### src/rtl/karsilastirici_pkg.sv
// Shared types for the serial comparator controller: FSM states, result
// encoding and the conversion from a result code to the three output flags.
package karsilastirici_pkg;

   typedef enum logic [1:0] {
      S_IDLE    = 2'd0,
      S_COMPARE = 2'd1,
      S_DONE    = 2'd2
   } durum_t;

   typedef enum logic [1:0] {
      SONUC_K = 2'd0,
      SONUC_E = 2'd1,
      SONUC_B = 2'd2
   } sonuc_t;

   // {AkB, AeB, AbB}
   function automatic logic [2:0] sonuc_bayrak(input sonuc_t s);
      logic [2:0] f;
      case (s)
         SONUC_K: f = 3'b100;
         SONUC_E: f = 3'b010;
         SONUC_B: f = 3'b001;
         default: f = 3'b000;
      endcase
      return f;
   endfunction

endpackage

### src/rtl/bit_karsilastirici.sv
// Existing 1-bit magnitude comparator; purely combinational.
module bit_karsilastirici (
   input  logic a,
   input  logic b,
   output logic AkB,
   output logic AeB,
   output logic AbB
);

   // One-hot less / equal / greater for a single bit pair.
   always_comb begin
      AkB = ~a & b;
      AeB = ~(a ^ b);
      AbB = a & ~b;
   end

endmodule

### src/rtl/seri_karsilastirici_denetleyici.sv
// Serial MSB-first comparator controller. Latches two N-bit operands and walks
// one bit pair per cycle through the shared bit_karsilastirici.
//
// state     | meaning
// ----------+----------------------------------------------------------
// S_IDLE    | waiting for start; result flags hold the last result
// S_COMPARE | busy; one bit pair per cycle, idx counts down from N-1
// S_DONE    | one-cycle done pulse, flags valid, then back to S_IDLE
module seri_karsilastirici_denetleyici
   import karsilastirici_pkg::*;
#(
   parameter int N           = 8,
   parameter int ERKEN_BITIR = 1
) (
   input  logic         clk,
   input  logic         rst,
   input  logic         start,
   input  logic [N-1:0] A,
   input  logic [N-1:0] B,
   output logic         busy,
   output logic         done,
   output logic         AkB,
   output logic         AeB,
   output logic         AbB
);

   localparam int IW = (N > 1) ? $clog2(N) : 1;

   durum_t        state;
   durum_t        next_state;
   logic [N-1:0]  ra;
   logic [N-1:0]  rb;
   logic [IW-1:0] idx;
   logic          bit_kb;
   logic          bit_eb;
   logic          bit_bb;
   logic          fark;
   logic          karar_var;
   logic          karar_kb;
   logic          sonuc_yukle;
   sonuc_t        sonuc_d;
   logic          kabul;

   bit_karsilastirici u_bit (
      .a   (ra[idx]),
      .b   (rb[idx]),
      .AkB (bit_kb),
      .AeB (bit_eb),
      .AbB (bit_bb)
   );

   assign fark  = bit_kb | bit_bb;
   assign kabul = (state == S_IDLE) && start;
   assign busy  = (state == S_COMPARE);
   assign done  = (state == S_DONE);

   // Next state and the decision of which result (if any) to load this cycle.
   always_comb begin
      next_state  = state;
      sonuc_yukle = 1'b0;
      sonuc_d     = SONUC_E;
      case (state)
         S_IDLE: begin
            if (start) next_state = S_COMPARE;
         end
         S_COMPARE: begin
            if ((ERKEN_BITIR != 0) && fark) begin
               sonuc_yukle = 1'b1;
               sonuc_d     = bit_kb ? SONUC_K : SONUC_B;
               next_state  = S_DONE;
            end else if (idx == '0) begin
               // idx==0 is tested before any decrement, so idx never wraps.
               sonuc_yukle = 1'b1;
               next_state  = S_DONE;
               if (karar_var)   sonuc_d = karar_kb ? SONUC_K : SONUC_B;
               else if (bit_eb) sonuc_d = SONUC_E;
               else             sonuc_d = bit_kb ? SONUC_K : SONUC_B;
            end
         end
         S_DONE:  next_state = S_IDLE;
         default: next_state = S_IDLE;
      endcase
   end

   // State register and result flags; flags cleared on accept, loaded on decision.
   always_ff @(posedge clk) begin
      if (rst) begin
         state <= S_IDLE;
         AkB   <= 1'b0;
         AeB   <= 1'b0;
         AbB   <= 1'b0;
      end else begin
         state <= next_state;
         if (kabul) begin
            AkB <= 1'b0;
            AeB <= 1'b0;
            AbB <= 1'b0;
         end else if (sonuc_yukle) begin
            {AkB, AeB, AbB} <= sonuc_bayrak(sonuc_d);
         end
      end
   end

   // Operand latch, bit index and sticky first-difference record (no reset needed).
   always_ff @(posedge clk) begin
      if (kabul) begin
         ra        <= A;
         rb        <= B;
         idx       <= IW'(N - 1);
         karar_var <= 1'b0;
         karar_kb  <= 1'b0;
      end else if (state == S_COMPARE) begin
         if (!sonuc_yukle) idx <= idx - 1'b1;
         if (fark && !karar_var) begin
            karar_var <= 1'b1;
            karar_kb  <= bit_kb;
         end
      end
   end

endmodule

### config.mk
export PLATFORM = sky130hd
export DESIGN_NAME = seri_karsilastirici_denetleyici
export DESIGN_NICKNAME = d
export VERILOG_FILES = /design/src/rtl/karsilastirici_pkg.sv /design/src/rtl/bit_karsilastirici.sv /design/src/rtl/seri_karsilastirici_denetleyici.sv
export SDC_FILE = /design/constraint.sdc
export NUM_CORES = 1
export LEC_CHECK = 0
export CAP_MARGIN = 10
export CORE_ASPECT_RATIO = 2
export CORE_MARGIN = 2
export CORE_UTILIZATION = 30
export DETAILED_ROUTE_END_ITERATION = 8
export SETUP_SLACK_MARGIN = 0.3
export SKIP_LAST_GASP = 1
export SLEW_MARGIN = 10
export SYNTH_ARGS = -nofsm -noshare
export SYNTH_HDL_FRONTEND = slang
export SYNTH_SLANG_ARGS = --single-unit
### constraint.sdc
create_clock -name clk -period 3 [get_ports clk]
set_input_delay 0.3 -clock clk [delete_from_list [all_inputs] [get_ports clk]]
set_output_delay 0.3 -clock clk [all_outputs]
set_load 0.02 [all_outputs]
# Yosys cells after proc, flatten, opt, wreduce, memory -nomap -nowiden
# Index checks and enable logic that the tools add are counted.
# op_classes
n_addsub	1
n_lt_le_gt_ge	1
eq_ne	6
mux	19
bitwise	7
reduce_logical	10
# op_table
operator	n
$mux W2	10
$pmux W3 S3	1
$bmux W1 S3	2
$reduce_and A2 Y1	3
$mux W1	5
$eq A2 B1 Y1 const B	2
$eq A2 B2 Y1 const B	2
$logic_not A2 Y1	2
$lt A3 B4 Y1 const B	1
$pmux W2 S2	1
$logic_not A3 Y1	1
$ne A3 B1 Y1 const B	1
$not A1 Y1	3
$sub A3 B1 Y3 const B	1
$and A1 B1 Y1	2
$logic_and A1 B1 Y1	2
$ne A2 B2 Y1 const B	1
$reduce_or A2 Y1	1
$logic_not A1 Y1	1
$or A1 B1 Y1	1
$xor A1 B1 Y1	1
# word_totals
regBits	26
input_bits	19
out_inout_bits	5
wordCells	53

# Depth between registers and ports, before layout
# depth
word_depth	12
mapped_depth	9
ltp_nobuf	8

# Cells and area by module
# A second synthesis with hierarchy kept.
# unflattened
hier_cells	82
area_unflattened_um2	1113.6
# by_module_without_submodules
module	n_inst	cells_each	area_per_inst_um2	seq_area_each_um2
seri_karsilastirici_denetleyici	1	78	1081.0	680.7
bit_karsilastirici	1	4	32.5	0.0

# Worst setup path after synthesis
# OpenSTA, ideal clock, no wires.
# synth_timing
path_kind	reg2reg
startpoint	register idx[0]
endpoint	register AbB
setup_ns	0.070
t_arrival_ns	2.025
required_ns	2.930
setup_slack_ns	0.904
path_stages_with_launch	10
n_path_buf	1
synth_period_minus_slack_ns	2.096
path_cell_list	dfxtp_1 buf_6 mux4_2 mux2i_1 inv_1 ha_1 inv_1 a21oi_1 or3_1 o2bb2ai_1
# synth_between
elab_chain_len	12
word_cells_on_any_way	24
classes_between	2 x eq/ne; 14 x mux; 6 x bitwise; 2 x reduce/logical
# synth_rtl
item	line_no	text
start, declared	seri_karsilastirici_denetleyici.sv:33	logic [IW-1:0] idx;
start signal, assigned	seri_karsilastirici_denetleyici.sv:109	idx <= IW'(N - 1);
start signal, assigned	seri_karsilastirici_denetleyici.sv:113	if (!sonuc_yukle) idx <= idx - 1'b1;
$bmux W1 S3	seri_karsilastirici_denetleyici.sv:45	.a (ra[idx]),
$mux W1 (implied by the code)	seri_karsilastirici_denetleyici.sv:45	
$not A1 Y1	bit_karsilastirici.sv:12	AkB = ~a & b;
$and A1 B1 Y1	bit_karsilastirici.sv:12	
$mux W2	seri_karsilastirici_denetleyici.sv:69, seri_karsilastirici_denetleyici.sv:77	
$mux W2	seri_karsilastirici_denetleyici.sv:76	else if (bit_eb) sonuc_d = SONUC_E;
$mux W2	seri_karsilastirici_denetleyici.sv:75	if (karar_var) sonuc_d = karar_kb ? SONUC_K : SONUC_B;
$mux W2	seri_karsilastirici_denetleyici.sv:71	end else if (idx == '0) begin
$mux W2	seri_karsilastirici_denetleyici.sv:67	if ((ERKEN_BITIR != 0) && fark) begin
$mux W2	seri_karsilastirici_denetleyici.sv:62	case (state)
$eq A2 B2 Y1 (tied with other cells)	karsilastirici_pkg.sv:20	case (s)
$pmux W3 S3	karsilastirici_pkg.sv:20	
end signal, assigned	seri_karsilastirici_denetleyici.sv:99	{AkB, AeB, AbB} <= sonuc_bayrak(sonuc_d);
end, declared	seri_karsilastirici_denetleyici.sv:24	output logic AbB
# Several ways; a longest one is shown, not always the timed one. The select of a mux whose other input is x is not followed.
# A chain may end at the register's enable or synchronous reset.

# Worst setup path in the final report
# Same ends and word-level chain as after synthesis.

==> qor.yml <==
status: "finished, final reports clean"
synthCells: 79
synth_nets: 102
seq_area_um2: 681
syn_avg_cell_area_um2: 13.8
htree_levels: 1
peakVddDrop_mv: 0.337
cellLeakagePower_nw: 0.550
nets: 130
r2r_slack_ps: 670
crit_path_start: "idx[0]"
slew_headroom_pct: 75.7
vias_per_cell: 4.41
ys_ff_latch: 26
min_period_ps: 2330
ctsResizeCount: 0
setup-violations-final: 0
r2r-start: "idx[0]"
antenna_left: 0
hold_buffers: 0
slew_viol_final: 0
overflow: 0
pin_count: 24
worstSetupPathType: "reg -> reg"
maxCapViolations: 0
multiInputGateArea_um2: 367
pwr_density_cell_mw_per_mm2: 745
fmax_ghz: 0.429
hold_violations: 0
synth_area_mm2: 0.00109
grt_pass1_vias: 718
via_count: 684
placed_cell_area_mm2: 0.00138
tritoncts: "done"
start_util_pct: 30.8
antenna_cells: 0
remaining_drc_errors: 0
totalWireLength_um: 1810
chipHeight_um: 89.2
core_area_mm2: 0.00353
gp_congestion: 0.822
endpoint: "AbB"
place_ws_ps: 650
wl_per_cell_um: 11.7
track_usage_pct: 10.1
min-delay-start: "AbB"
grt_start_max_net_pins: 15
yosys_warnings: 0
drtPass1Iterations: 3
cts_buffers: 3
post-route-cell-area_mm2: 0.00142
clk_pin_slew_ps: 90
crit_fanout: 7
hold_path.class: "reg -> reg"
clock_path_buffers: 2
tightest_slew_ps: 364
fin_util_pct: 40.3
final.setup.worst_slack_ps: 669
cts_root_buf: "clkbuf_8"
synth-seq-area-share_pct: 62.5
clock-sinks: 26
area_growth_pct: 30.6
cp_data_required_time_ps: 3210
chipWidth_um: 46.6
synth_cell_type_count: 22
arrival_ps: 2540
endpoint_kind: "register"
io_buffer_count: 23
fin_setup_tns_ps: 0
grt_setup_unrepaired: "no"
clk_latency_ps: 270
grt_first_pass_wirelength_um: 2990
r2r-end: "AbB"
rr_worst_depth: 8
first_iter_violations: 8
fin_crit_sh_pct: 77.7
row_count: 31
dp_hpwl_um: 1410
num-fill-cells: 344
cp-start-kind: "register"
fin_worst_skew_ps: 0.723
antenna_found_initial: 0
cts_setup_buffers: 0
drive_gt1_share_pct: 8.49
die_area_mm2: 0.00416
worst min path at each step:
stage	endpoint	slack [ps]	cells after the start
3_5_place_dp	AbB	460	1
3_3_place_gp	AbB	450	1
5_1_grt	AkB	500	1
2_1_floorplan	state[0]	370	1
6_report	AbB	470	1
4_1_cts	AbB	480	1
metrics by stage:
stage | hold slack (ps) | instances | power, mW
after floorplan | 369 | 79 | 0.760
after global placement | 445 | 151 | 0.861
after detailed placement | 455 | 151 | 0.870
after CTS | 475 | 155 | 1.07
after global routing | 498 | 155 | 1.13
final | 474 | 155 | 1.06
power by group:
| part | switching [mW] | internal, mW | leakage, nW |
|---|---|---|---|
| combinational | 0.188 | 0.176 | 0.292 |
| clock | 0.107 | 0.0950 | 0.0228 |
| sequential | 0.0441 | 0.449 | 0.235 |
| total | 0.339 | 0.720 | 0.550 |
cells in the mapped netlist:
cell	n	area share, %
a21oi_1	4	1.8
a21oi_2	1	0.80
a22o_1	1	0.80
a31oi_1	1	0.58
and4_1	1	0.80
buf_6	1	1.0
dfxtp_1	10	18
edfxtp_1	16	44
ha_1	4	4.6
inv_1	8	2.8
mux2i_1	5	4.6
mux4_2	4	8.3
nand2_1	3	1.0
nand2b_1	2	1.1
nand3_1	1	0.46
nor2_1	4	1.4
nor2b_1	3	1.7
nor3_1	6	2.8
o211ai_1	1	0.69
o2bb2ai_1	1	0.80
or3_1	1	0.58
xnor2_1	1	0.80
metal layers:
metal	part of all wire, %	track usage, %
met4	1.6	3.90
met2	52	16.9
met1	41	11.7
met3	5.8	2.83
met5	0	0
cell type report:
type | instances | share of cell area, %
inverters | 8 | 2.11
repair buffers | 24 | 16.7
multi-input cells | 44 | 25.8
well taps | 49 | 4.31
flip-flops and latches | 26 | 47.9
clock buffers | 4 | 3.17
kinds of logic after synthesis:
logic type / Yosys count / share of synthesized area [%]
mux: 9 / 12.9
flops: 26 / 62.5
xor+xnor: 1 / 0.805
simple gates: 21 / 9.88
buf+inv: 9 / 3.79
compound gates: 9 / 5.52
fa+ha+maj: 4 / 4.60
worst max-delay path, stage by stage (launching register included):
cell and delay (ps):
dfxtp_1 490, mux4_2 550, mux2i_1 190, inv_1 70
ha_1 360, inv_1 120, a21oi_1 60, or3_1 310
o2bb2ai_1 120
flip-flops by register name, summed over array words and instances, names as in the netlist:
name       count
AbB            1
idx            3
state          2
karar_var      1
karar_kb       1
rb             8
ra             8
AkB            1
AeB            1
layout by cell type (no fill, tap or decap):
cell type        instances
clkdlybuf4s50_1         23
nor2_1                   4
mux4_2                   4
nor2b_1                  3
o2bb2ai_1                1
nand2b_1                 2
nand2_1                  3
dfxtp_1                 10
xnor2_1                  1
inv_1                    8
a22o_1                   1
buf_4                    1
or3_1                    1
clkbuf_1                 1
nand3_1                  1
and4_1                   1
mux2i_1                  5
a21oi_1                  4
a21oi_2                  1
clkbuf_8                 3
a31oi_1                  1
nor3_1                   6
ha_1                     4
o211ai_1                 1
edfxtp_1                16
Power figures use the tool's default switching activity.
